`src/rtl/clz_pkg.sv`:
```
// Shared types and constants for the CLZ/CLO count-leading unit.
package clz_pkg;

  typedef enum logic [1:0] {
    IDLE = 2'd0,
    SCAN = 2'd1,
    DONE = 2'd2
  } state_t;

  localparam int NIBBLES = 8;
  localparam int RES_W   = 32;

  localparam logic OP_CLZ = 1'b0;
  localparam logic OP_CLO = 1'b1;

endpackage

```
`src/rtl/clz_nib4.sv`:
```
// Combinational 4-bit leading-zero encoder; cnt is only meaningful when hit=1.
module clz_nib4 (
  input  logic [3:0] nib,
  output logic       hit,
  output logic [1:0] cnt
);

  always_comb begin
    hit = |nib;
    cnt = 2'd3;
    if (nib[3])      cnt = 2'd0;
    else if (nib[2]) cnt = 2'd1;
    else if (nib[1]) cnt = 2'd2;
  end

endmodule

```
`src/rtl/clz_ctrl.sv`:
```
// Multi-cycle count-leading-zeros unit, scanning one nibble per cycle from the MSB.
// Build option: define CLZ_CLO_EN to honour op (count leading ones).
//
// state | meaning
// IDLE  | waiting for start
// SCAN  | examining nibble idx of the latched operand (busy=1)
// DONE  | result valid, done pulsed; start here is accepted back-to-back
module clz_ctrl
  import clz_pkg::*;
#(
  parameter int NIBBLES = clz_pkg::NIBBLES
) (
  input  logic        clk,
  input  logic        rst_n,
  input  logic        start,
  input  logic        op,
  input  logic [31:0] idata,
  input  logic        flush,
  output logic        busy,
  output logic        done,
  output logic [31:0] odata
);

  localparam logic [2:0] IDX_INIT = 3'(NIBBLES - 1);

  state_t      state;
  logic [2:0]  idx;
  logic [31:0] opnd;
  logic [3:0]  nib_raw;
  logic [3:0]  nib_eff;
  logic        nib_hit;
  logic [1:0]  nib_cnt;

  assign nib_raw = opnd[{idx, 2'b00} +: 4];

`ifdef CLZ_CLO_EN
  logic op_q;
  assign nib_eff = (op_q == OP_CLO) ? ~nib_raw : nib_raw;
`else
  logic unused_op;
  assign unused_op = op;
  assign nib_eff   = nib_raw;
`endif

  clz_nib4 u_nib4 (
    .nib (nib_eff),
    .hit (nib_hit),
    .cnt (nib_cnt)
  );

  always_ff @(posedge clk or negedge rst_n) begin
    if (!rst_n) begin
      state <= IDLE;
      idx   <= IDX_INIT;
      busy  <= 1'b0;
      done  <= 1'b0;
      odata <= '0;
      opnd  <= '0;
`ifdef CLZ_CLO_EN
      op_q  <= OP_CLZ;
`endif
    end else if (flush) begin
      // Abort wins over everything; odata keeps the last delivered result.
      state <= IDLE;
      idx   <= IDX_INIT;
      busy  <= 1'b0;
      done  <= 1'b0;
    end else begin
      case (state)
        IDLE, DONE: begin
          done <= 1'b0;
          if (start) begin
            opnd  <= idata;
`ifdef CLZ_CLO_EN
            op_q  <= op;
`endif
            idx   <= IDX_INIT;
            state <= SCAN;
            busy  <= 1'b1;
          end else begin
            state <= IDLE;
            busy  <= 1'b0;
          end
        end
        SCAN: begin
          if (nib_hit) begin
            // 4*(7-idx) + cnt is just the concatenation since cnt < 4.
            odata <= RES_W'({IDX_INIT - idx, nib_cnt});
            state <= DONE;
            busy  <= 1'b0;
            done  <= 1'b1;
          end else if (idx == 3'd0) begin
            odata <= RES_W'(RES_W);
            state <= DONE;
            busy  <= 1'b0;
            done  <= 1'b1;
          end else begin
            idx <= idx - 3'd1;
          end
        end
        default: begin
          state <= IDLE;
          busy  <= 1'b0;
          done  <= 1'b0;
        end
      endcase
    end
  end

endmodule

```
`config.mk`:
```
export PLATFORM = sky130hd
export DESIGN_NAME = clz_ctrl
export DESIGN_NICKNAME = d
export VERILOG_FILES = /design/src/rtl/clz_pkg.sv /design/src/rtl/clz_nib4.sv /design/src/rtl/clz_ctrl.sv
export SDC_FILE = /design/constraint.sdc
export NUM_CORES = 1
export LEC_CHECK = 0
export CAP_MARGIN = 15
export CORE_AREA = 4 4 78 80
export DETAILED_ROUTE_END_ITERATION = 10
export DIE_AREA = 0 0 82 84
export HOLD_SLACK_MARGIN = 0.05
export PLACE_DENSITY = 0.73
export SYNTH_ARGS = -nofsm -noshare
export SYNTH_HDL_FRONTEND = slang
export SYNTH_SLANG_ARGS = --single-unit
```
`constraint.sdc`:
```
create_clock -name clk -period 2.1 [get_ports clk]
set_input_delay 0.42 -clock clk [delete_from_list [all_inputs] [get_ports clk]]
set_output_delay 0.42 -clock clk [all_outputs]
set_load 0.02 [all_outputs]
```
==> results of run 1 <==
[synth_stat cells, drive strengths merged]
cell     instances
conb             1
dfrtp           41
buf             27
mux2i            5
o2bb2ai          1
o22ai            3
a2bb2oi          2
nor2             5
inv              8
o31a             1
a211oi           1
ha               2
a21oi            5
a21o             1
o21a             1
mux4             8
nor3             3
nand2b           1
clkbuf           4
nand4            1
mux2            33
nand2            5
nand3            1
nor2b            2
o21ai            2
dfstp            3
or2              2
[repair_timing]
item | in CTS | in global routing
gates resized for setup | 8 | 5
gates cloned | 1 | 0
pin swaps | 5 | 1
setup endpoints to repair | 10 | 10
buffers inserted | 5 | 0
[power breakdown]
part           switching, W  internal [W]  leakage, nW
Combinational      0.000372      0.000474        0.701
Sequential        0.0000872       0.00101        0.527
Clock              0.000277      0.000267       0.0445
[logic make-up (layout without fill, tap and decap cells)]
| family | Yosys count | count (layout) | share of synthesized area |
|---|---|---|---|
| AO/OA/AOI/OAI | 17 | 17 | 0.0501 |
| AND/OR/NAND/NOR | 20 | 21 | 0.0495 |
| adder cells (fa/ha/maj) | 2 | 2 | 0.0113 |
| buffers and inverters | 39 | 76 | 0.113 |
| multiplexers | 46 | 46 | 0.277 |
| flip-flops | 44 | 44 | 0.497 |
| other | 1 | 26 | 0.00169 |
[placed cells by master (no fill, tap or decap), drive strengths merged, types with 7 or more instances in the layout]
cell type / n
clkbuf: 7
buf: 18
mux2: 33
dfrtp: 41
clkdlybuf4s50: 42
mux4: 8
conb: 26
inv: 8
[registers in the layout, summed over array words and instances (netlist names)]
register / flops
busy: 1
done: 1
idx: 3
odata: 6
opnd: 32
state: 1
[metrics by stage]
step	hold slack, ns	TNS [ns]
2_1_floorplan	0.124	0
3_3_place_gp	0.422	-0.677
3_5_place_dp	0.424	-0.904
4_1_cts	0.0966	-0.272
5_1_grt	0.120	-1.01
6_report	0.0883	-0.308
[area by class of cell]
cell class	count	area (um^2)	share of cell area
clock buffer	7	86.3	0.0289
clock inverter	1	7.51	0.00252
inverter	8	30.0	0.0101
multi-input combinational	112	1070	0.357
sequential	44	1100	0.370
tap	72	90.1	0.0302
timing repair buffer	60	598	0.201
[metal layers]
metal,part of all wire,GRT usage
met1,0.42,0.185
met2,0.48,0.212
met3,0.084,0.0378
met4,0.018,0.0544
met5,0,0
[path summary, 6_finish.rpt]
path,from,end
max in group asynchronous,rst_n,opnd[31]
setup / recovery,idx[0],odata[4]
min in group clk,opnd[23],opnd[23]
setup reg to reg,idx[0],odata[4]
hold / removal,rst_n,opnd[26]
hold reg to reg,opnd[23],opnd[23]
==> flow_summary.toml, run 1 <==
[cells_and_area]
fill_cells = 453
nNetsFinal = 270
diodes = 0
syn_to_final_growth_pct = 34.2
drive_gt1_frac = 0.332
fin_area_um2 = 2980
fin_util = 0.552
finalNonFillerCells = 304

[synthesis]
avgSynthCellArea_um2 = 13.2
yosysWarnings = 0
yosys.area.top_type_share = 0.461
yosys-top-cells-area = "dfrtp_1 (46%), mux2_2 (12%), buf_4 (8.8%), mux4_2 (8.1%), mux2_1 (5.1%)"
yosysSeqAreaShare = 0.497
synth_cell_types = 33
synth_largest_area_cell = "dfrtp_1"
yosys_register_bits = 44
synthCells = 169
netlist_area_um2 = 2220

[drt]
vias = 1454
routed_wl_um = 4400
viasPerCell = 4.78
wire_per_inst_um = 14.5
drt-initial-drc-count = 46
drc = 0
dr.pass1.iters = 4
ant_nets = 0

[timing]
period_needed_ns = 2.17
fmax_ghz = 0.460
worst_slack_ns = -0.0716
rsz0062_at_grt = "yes"
finalSetupViolCount = 9
relSlewSlack = 0.654
fin_skew_ns = 0.00578
hold_violations = 0
finalCritPeriodShare = 1.03
tightest_slew_ns = 0.519
report.final.slew_viol_count = 0

[worst_setup_path]
crit_fanout = 6
path_depth = 6
cp_cell_sequence = "buf_12 > mux4_2 > mux2i_4 > nand4_4 > mux2_4 > a21oi_2"
crit_required_ns = 2.33
cp_top_family = "multiplexers"
r2r.worst_path.cells = 6
cp_slowest_cell = "dfstp_2"
critical_path_arrival_ns = 2.40
critical_path_class = "flop to flop"
start_kind = "flop"
rrSetupSlack_ns = -0.07
slowest_delay_ns = 0.58
endpoint_kind = "flop"
critPathBufInv = 1

[placement]
hpwlAfterDp_um = 3150
place_congestion = 0.772
placed_cells = 290
placed_cell_area_um2 = 2770
post-place-ws_ns = -0.139
portBuffers = 43

[floorplanning]
die_area_um2 = 6890
die_h_um = 84
core_um2 = 5410
boundaryPins = 71
die_x_um = 82
rows = 27
start_util = 0.411

[power]
power_w = 0.00249
irDropWorstVdd_mv = 0.555
p_leak_nw = 1.27
power_density_nw_per_um2 = 834

[clock_tree]
htree_levels = 2
cts_buffer_depth = 2
insertion_delay_ns = 0.29
clock_sinks = 44
cts_hold_buffers = 0
cts_buffers = 5
cts_root_buf = "clkbuf_8"
clkTransAtPathRegs_ns = 0.08
cts_tree = "built"

[grt]
antenna_found_initial = 0
grt_overflow = 0
grt_pass1_wl_um = 7160
grt_pass1_vias = 1417
grt_usage = 0.139
grt_max_degree = 34

[run_status]
violations = "negative setup slack"
status = "finished, violations left"

[hold_path]
hold_class = "primary input to asynchronous set/reset pin"

[run]
cap_violations = 0
(Power assumes the default switching activity.)
==> inputs of run 2 (changes only) <==
==> constraint.sdc (replaced) <==
create_clock -name clk -period 2.1 [get_ports clk]
set_input_delay 0.315 -clock clk [delete_from_list [all_inputs] [get_ports clk]]
set_output_delay 0.315 -clock clk [all_outputs]
set_load 0.1 [all_outputs]
==> flow_summary.toml, run 2 (synthesis results as in run 1) <==
[timing]
hold_violations = 0
tightest_slew_ns = 0.512
tns_ns = -0.385
report.final.slew_viol_count = 0
fmax_ghz = 0.459
worst_slack_ns = -0.0807
period_needed_ns = 2.18
finalCritPeriodShare = 1.04
relSlewSlack = 0.659
rsz0062_at_grt = "yes"
finalSetupViolCount = 8
fin_skew_ns = 0.00387

[placement]
place_congestion = 0.771
portBuffers = 43
hpwlAfterDp_um = 3260
placed_cell_area_um2 = 2760
post-place-ws_ns = -0.118

[hold_path]
hold_path.startpoint = "opnd[0]"
hold_class = "flop to flop"

[worst_setup_path]
crit_start = "idx[0]"
endpoint_kind = "flop"
critical_path_arrival_ns = 2.41
critical_path_class = "flop to flop"
crit_required_ns = 2.33
r2r-start = "idx[0]"
start_kind = "flop"
crit_fanout = 7

[cells_and_area]
drive_gt1_frac = 0.357
diodes = 0
reg.largest.list = "opnd x32, odata x6, idx x3"
fill_cells = 460
layout_common_cells = "dfrtp_1 (41), clkdlybuf4s50_1 (34), conb_1 (26)"
final_common_cell = "dfrtp_1"
multi_input_area_um2 = 1050
regArea_um2 = 1100
fin_util = 0.544
largest_reg_flops = 32
regMostFlops = "opnd"
syn_to_final_growth_pct = 32.4
nNetsFinal = 268
fin_area_um2 = 2940

[power]
p_leak_nw = 1.28
power_w = 0.00279
pwr-share-seq = 0.395
p_int_w = 0.00171
p_sw_w = 0.00108
power_frac_clock = 0.191
combPwrFrac = 0.414
power_density_nw_per_um2 = 947
irDropWorstVdd_mv = 0.681
netSwitchingFraction = 0.387

[floorplanning]
start_util = 0.411
die_h_um = 84
die_area_um2 = 6890
core_um2 = 5410
die_x_um = 82
rows = 27
boundaryPins = 71

[drt]
drt-initial-drc-count = 45
dr.pass1.iters = 4
wire_per_inst_um = 13.9
ant_nets = 0
viasPerCell = 4.69
routed_wl_um = 4190
drc = 0
vias = 1417

[grt]
grt_usage = 0.134
grt_pass1_vias = 1506
grt_overflow = 0
use_met2 = 0.210
grt.met1_usage = 0.175
grt_busiest_layer = "met2"
grt_use_met3 = 0.0421
antenna_found_initial = 0
grt_pass1_wl_um = 7060
grt_max_degree = 34

[clock_tree]
cts_buffer_depth = 2
clkTransAtPathRegs_ns = 0.08
htree_levels = 2
cts_root_buf = "clkbuf_8"
insertion_delay_ns = 0.29
clock_sinks = 44
cts_buffers = 5
cts_tree = "built"

[run]
cap_violations = 0

[run_status]
status = "finished, violations left"
violations = "negative setup slack"
==> run 2: cell types whose count changed in the layout (fill, tap and decap cells not counted), moves of 2 or more <==
cell,before,now
clkinv_2,0,2
clkdlybuf4s50_1,42,34
a21oi_1,2,4
nor3_2,3,1
a21oi_2,3,1
nor3_4,0,2
buf_4,12,18
==> run 2: worst max-delay path: stages (launching register included) <==
cell,delay (ns)
dfstp_2,0.57
buf_12,0.13
mux4_2,0.56
mux2i_4,0.21
nand4_4,0.19
mux2_4,0.35
a21oi_2,0.11
==> run 2: layout make-up <==
| cell class | instances | share of cell area |
|---|---|---|
| Sequential cell | 44 | 0.375 |
| Clock inverter | 2 | 0.00340 |
| Inverter | 8 | 0.0102 |
| Tap cell | 72 | 0.0306 |
| Clock buffer | 6 | 0.0281 |
| Timing Repair Buffer | 59 | 0.195 |
| Multi-Input combinational cell | 111 | 0.358 |
==> run 2: worst paths after layout <==
check / endpoint / slack [ns] / cells after the start
setup / recovery: odata[4] / -0.08 / 6
hold / removal: opnd[0] / 0.50 / 1
setup reg to reg: odata[4] / -0.08 / 6
hold reg to reg: opnd[0] / 0.50 / 1
max in group asynchronous: opnd[8] / 1.08 / 3
min in group asynchronous: opnd[30] / 0.52 / 2
==> run 2: power by group through the flow <==
| stage | Combinational [W] | Sequential (W) | Clock (W) |
|---|---|---|---|
| 5_1_grt | 0.00122 | 0.00112 | 0.000599 |
| 4_1_cts | 0.00115 | 0.00110 | 0.000555 |
| 3_5_place_dp | 0.00112 | 0.00112 | 0 |
| 2_1_floorplan | 0.000627 | 0.00134 | 0 |
| 6_report | 0.00115 | 0.00110 | 0.000532 |
| 3_3_place_gp | 0.00110 | 0.00111 | 0 |
==> run 2: repair_timing <==
| action | CTS | global route |
|---|---|---|
| endpoints found under the hold margin | 18 | 0 |
| resized for setup | 8 | 4 |
| hold buffers | 1 | 0 |
| buffers inserted | 1 | 1 |
| pin swaps | 3 | 2 |
| endpoints found under the setup margin | 11 | 12 |
==> run 2: per-layer routing <==
layer / share of wire / up-vias
met1: 0.44 / 690
met5: 0 / -
met3: 0.079 / 5
li1: - / 663
met4: 0.011 / 0
met2: 0.47 / 59
==> run 2: through the flow <==
step	hold slack, ns	instances
finish	0.496	302
global route	0.524	302
CTS	0.500	301
detailed placement	0.315	291
global placement	0.315	291
floorplan	0.0194	194
